File: src/rtl/series_ctrl_param.sv
// Control FSM for the iterative series evaluator: load x, MULT_STEPS multiplies and one accumulate per term.
// Strobes are Moore-decoded from state except abort, which kills strobes in the same cycle; no backpressure.
module series_ctrl_param #(
   parameter int                    MULT_STEPS  = 4,
   parameter int                    CNT_W       = 4,
   parameter logic [MULT_STEPS-1:0] SEL_PATTERN = 4'b1100,
   parameter int                    STEP_W      = 2
) (
   input  logic              clk,
   input  logic              rst,
   input  logic              start,
   input  logic [CNT_W-1:0]  n_terms,
   input  logic              alt_sign,
   input  logic              abort,
   output logic              ready,
   output logic              busy,
   output logic              done,
   output logic              ldx,
   output logic              initt,
   output logic              ldt,
   output logic              initr,
   output logic              ldr,
   output logic              sel,
   output logic              addci,
   output logic [CNT_W-1:0]  term_idx,
   output logic [STEP_W-1:0] step_idx
);

   typedef enum logic [2:0] {
      S_IDLE  = 3'd0,
      S_INIT  = 3'd1,
      S_LOAD  = 3'd2,
      S_MULT  = 3'd3,
      S_ACCUM = 3'd4,
      S_DONE  = 3'd5
   } state_t;

   localparam logic [STEP_W-1:0] LAST_STEP = STEP_W'(MULT_STEPS - 1);

   state_t              state_q, state_d;
   logic [CNT_W-1:0]    n_q, n_d;
   logic                alt_q, alt_d;
   logic                sign_q, sign_d;
   logic [CNT_W-1:0]    term_q, term_d;
   logic [STEP_W-1:0]   step_q, step_d;

   always_ff @(posedge clk) begin
      if (rst) begin
         state_q <= S_IDLE;
         n_q     <= '0;
         alt_q   <= 1'b0;
         sign_q  <= 1'b1;
         term_q  <= '0;
         step_q  <= '0;
      end else begin
         state_q <= state_d;
         n_q     <= n_d;
         alt_q   <= alt_d;
         sign_q  <= sign_d;
         term_q  <= term_d;
         step_q  <= step_d;
      end
   end

   always_comb begin
      state_d = state_q;
      n_d     = n_q;
      alt_d   = alt_q;
      sign_d  = sign_q;
      term_d  = term_q;
      step_d  = step_q;
      ready   = 1'b0;
      done    = 1'b0;
      ldx     = 1'b0;
      initt   = 1'b0;
      ldt     = 1'b0;
      initr   = 1'b0;
      ldr     = 1'b0;
      sel     = 1'b0;

      case (state_q)
         S_IDLE: begin
            ready = 1'b1;
            if (start && !abort) begin
               n_d     = n_terms;
               alt_d   = alt_sign;
               state_d = S_INIT;
            end
         end
         S_INIT: begin
            initt  = 1'b1;
            initr  = 1'b1;
            term_d = '0;
            step_d = '0;
            sign_d = 1'b1;
            if (!start) begin
               state_d = (n_q == '0) ? S_DONE : S_LOAD;
            end
         end
         S_LOAD: begin
            ldx     = 1'b1;
            state_d = S_MULT;
         end
         S_MULT: begin
            ldt = 1'b1;
            sel = SEL_PATTERN[step_q];
            if (step_q == LAST_STEP) begin
               step_d  = '0;
               state_d = S_ACCUM;
            end else begin
               step_d = step_q + STEP_W'(1);
            end
         end
         S_ACCUM: begin
            ldr = 1'b1;
            if (alt_q) begin
               sign_d = ~sign_q;
            end
            // n_q is non-zero here: empty runs bypass LOAD/MULT/ACCUM from INIT
            if (term_q == n_q - CNT_W'(1)) begin
               state_d = S_DONE;
            end else begin
               term_d  = term_q + CNT_W'(1);
               state_d = S_MULT;
            end
         end
         S_DONE: begin
            done    = 1'b1;
            state_d = S_IDLE;
         end
         default: begin
            state_d = S_IDLE;
         end
      endcase

      if (abort && (state_q != S_IDLE)) begin
         ldx     = 1'b0;
         initt   = 1'b0;
         ldt     = 1'b0;
         initr   = 1'b0;
         ldr     = 1'b0;
         done    = 1'b0;
         state_d = S_IDLE;
         term_d  = '0;
         step_d  = '0;
         sign_d  = 1'b1;
      end
   end

   assign busy     = (state_q != S_IDLE);
   assign addci    = sign_q;
   assign term_idx = term_q;
   assign step_idx = step_q;

endmodule
File: config.mk
export PLATFORM = sky130hd
export DESIGN_NAME = series_ctrl_param
export DESIGN_NICKNAME = d
export VERILOG_FILES = /design/src/rtl/series_ctrl_param.sv
export SDC_FILE = /design/constraint.sdc
export NUM_CORES = 1
export LEC_CHECK = 0
export ABC_AREA = 1
export CAP_MARGIN = 15
export CORE_ASPECT_RATIO = 1.5
export CORE_MARGIN = 4
export CORE_UTILIZATION = 35
export CTS_BUF_LIST = sky130_fd_sc_hd__clkbuf_16
export CTS_CLUSTER_SIZE = 16
export DETAILED_ROUTE_END_ITERATION = 12
export GPL_ROUTABILITY_DRIVEN = 0
export GPL_TIMING_DRIVEN = 0
export PLACE_DENSITY = 0.59
export SYNTH_ARGS = -nofsm -noshare
export SYNTH_HDL_FRONTEND = slang
export SYNTH_SLANG_ARGS = --single-unit
File: constraint.sdc
create_clock -name clk -period 1.4 [get_ports clk]
set_input_delay 0.14 -clock clk [delete_from_list [all_inputs] [get_ports clk]]
set_output_delay 0.14 -clock clk [all_outputs]
set_load 0.02 [all_outputs]
==> results_dict.tcl <==
set metrics [dict create \
    synthTopCellsByArea "dfxtp_1 32%, nand2_1 13%, inv_1 7.3%" \
    antenna_found_initial 0 \
    clkSinkCount 15 \
    grt_max_degree 11 \
    core.rowCount 22 \
    vias 1050 \
    max_freq_mhz 667 \
    netlist_area_um2 930 \
    yosysSeqAreaShare_pct 32.3 \
    die_w_um 50.1 \
    yosysMostFrequentCell "nand2_1" \
    cp-end-kind "register" \
    worstHoldPathType "reg2reg" \
    critPathArrivalTime_ps 1630 \
    synth_simple_gate_area_share_pct 31.8 \
    violations "negative setup slack" \
    core_area_um2 2500 \
    path_max_fanout 6 \
    rsz0062_at_grt "true" \
    dp_hpwl_um 1740 \
    leakage_nw 0.708 \
    max_slew.worst_pin.slew_ps 359 \
    clk_pin_slew_ps 50 \
    die_h_um 71.1 \
    synth.top_cells.by_count "31 x nand2_1, 18 x inv_1, 15 x dfxtp_1" \
    grt_pass1_wl_um 4240 \
    cts_tree "done" \
    ys_types 24 \
    fin_crit_sh_pct 107 \
    yosys.area.top_type "dfxtp_1" \
    finalSetupViolations 8 \
    skew_ps 1.89 \
    gr-total-overflow 0 \
    drc_errors 0 \
    dr.first_iter.drc_count 18 \
    wl_per_cell_um 12.2 \
    viasPerCell 4.86 \
    finalHoldViolCount 0 \
    synth_mux_area_share_pct 0 \
    period_minus_slack_ps 1500 \
    dieArea_um2 3560 \
    syn_to_final_growth_pct 63.4 \
    synthCells 137 \
    ant_nets 0 \
    worstSetupPathType "reg2reg" \
    ir_drop_uv 610 \
    holdBufCountCts 0 \
    clock_path_buffers 2 \
    synth_top_area_share_pct 32.3 \
    io_buffers 24 \
    utilization_pct 60.6 \
    synth_flop_cell "dfxtp_1" \
    crit_required_ps 1530 \
    async_flop_share_pct 0 \
    syn_avg_cell_area_um2 6.79 \
    r2r_setup_slack_ps -100 \
    postLayoutSetupSlackWorst_ps -98.9 \
    routed_wl_um 2630 \
    drive_gt1_share_pct 41.1 \
    dp_slack_ps -479 \
    fin_nets 194 \
    yosys_warnings 0 \
    syn_nets 150 \
    antenna_cells 0 \
    synth-edff-count 0 \
    slew_headroom_pct 76.1 \
    grtUsageTotal_pct 15.1 \
    clk_latency_ps 240 \
    final_max_slew_viol_count 0 \
    ys_seq_elements 15 \
    first_pass_iters 4 \
    synth_top_family_by_area "simple AND/OR/NAND/NOR gates" \
    power_density_nw_per_um2 1230 \
    cts_inserted_buffers 3 \
    maxCapViolations 0 \
    ios 25 \
    crit_path_start_kind "register" \
    synth_xor_area_share_pct 3.77 \
    finalPower_mw 1.86 \
    synth_fa_ha_area_share_pct 5.38 \
    grt_pass1_vias 1041 \
    h-tree-depth 1 \
    cts-root-buf "clkbuf_16" \
    synth_compound_area_share_pct 17.1 \
    start_util_pct 37.1 \
    status "finished with violations" \
]
[repair_timing]
item,in CTS,in global routing
pin swaps,15,12
setup buffers,12,3
gates resized for setup,61,36
endpoints found under the setup margin,21,23
gates cloned,0,1
[metal layers]
layer	share of wire, %	wire length (um)	vias to the layer above	global-route usage [%]
li1	-	-	530	-
met1	36	953	492	16.1
met2	57	1510	20	27.8
met3	3.1	82	8	2.74
met4	3.3	86	0	6.77
met5	0	0	-	0
[power by group]
part | switching [mW] | leakage, nW | internal [mW]
logic | 0.454 | 0.541 | 0.338
registers | 0.0432 | 0.125 | 0.477
clock network | 0.172 | 0.0423 | 0.378
[registers in the layout, indices dropped and copies added (netlist names)]
| name | count |
|---|---|
| state_q | 3 |
| term_idx | 4 |
| addci | 1 |
| alt_q | 1 |
| step_idx | 2 |
| n_q | 4 |
[kinds of logic (layout without fill, tap and decap cells)]
| logic type | Yosys count | count (layout) |
|---|---|---|
| and+or+nand+nor | 65 | 66 |
| AOI/OAI and AO/OA | 26 | 26 |
| buffers and inverters | 23 | 65 |
| DFF | 15 | 15 |
| adders and majority gates | 4 | 4 |
| xor gates and xnor gates | 4 | 4 |
[critical path: stages (launching register included)]
cell	delay [ps]
dfxtp_2	340
inv_4	40
ha_4	230
inv_2	50
nand2_2	40
nand2_2	70
nand3_2	90
nor2_4	110
nand2_2	80
nand2_4	120
nand2_4	80
nand2_2	80
a21oi_2	50
[placed cells by master (no fill, tap or decap), drive strengths merged]
cell            n
a211oi          1
buf            24
a21oi          16
dlygate4sd2     5
xnor2           2
clkinv          1
dfxtp          15
o21ai           8
nor4            1
clkbuf          3
ha              4
or2             2
nand3          13
nor3            3
inv            22
o211ai          1
nor2           16
nand2          31
clkdlybuf4s50   8
dlymetal6s2s    2
xor2            2
[path summary, 6_finish.rpt]
check             depth (start not counted)     endpoint   start
setup / recovery                         12  term_idx[2]  n_q[0]
hold / removal                            2        alt_q   alt_q
setup reg to reg                         12  term_idx[2]  n_q[0]
hold reg to reg                           2        alt_q   alt_q
[through the flow]
step | hold WS (ps) | setup TNS (ps) | instances | instance area, um^2
floorplan | 261 | 0 | 137 | 953
global placement | 447 | -3520 | 197 | 1240
detailed placement | 453 | -3770 | 197 | 1240
CTS | 460 | -445 | 213 | 1430
global route | 481 | -1320 | 216 | 1520
finish | 454 | -536 | 216 | 1520
[cell type report]
type / count / area, um^2
repair buffers: 38 / 320
clock buffers: 3 / 75.1
multi-input cells: 100 / 661
inverters: 22 / 95.1
clock inverters: 1 / 3.75
flip-flops and latches: 15 / 312
plain buffers: 1 / 7.51
fillers: 237 / 986
well taps: 36 / 45.0
(Power assumes the default switching activity.)
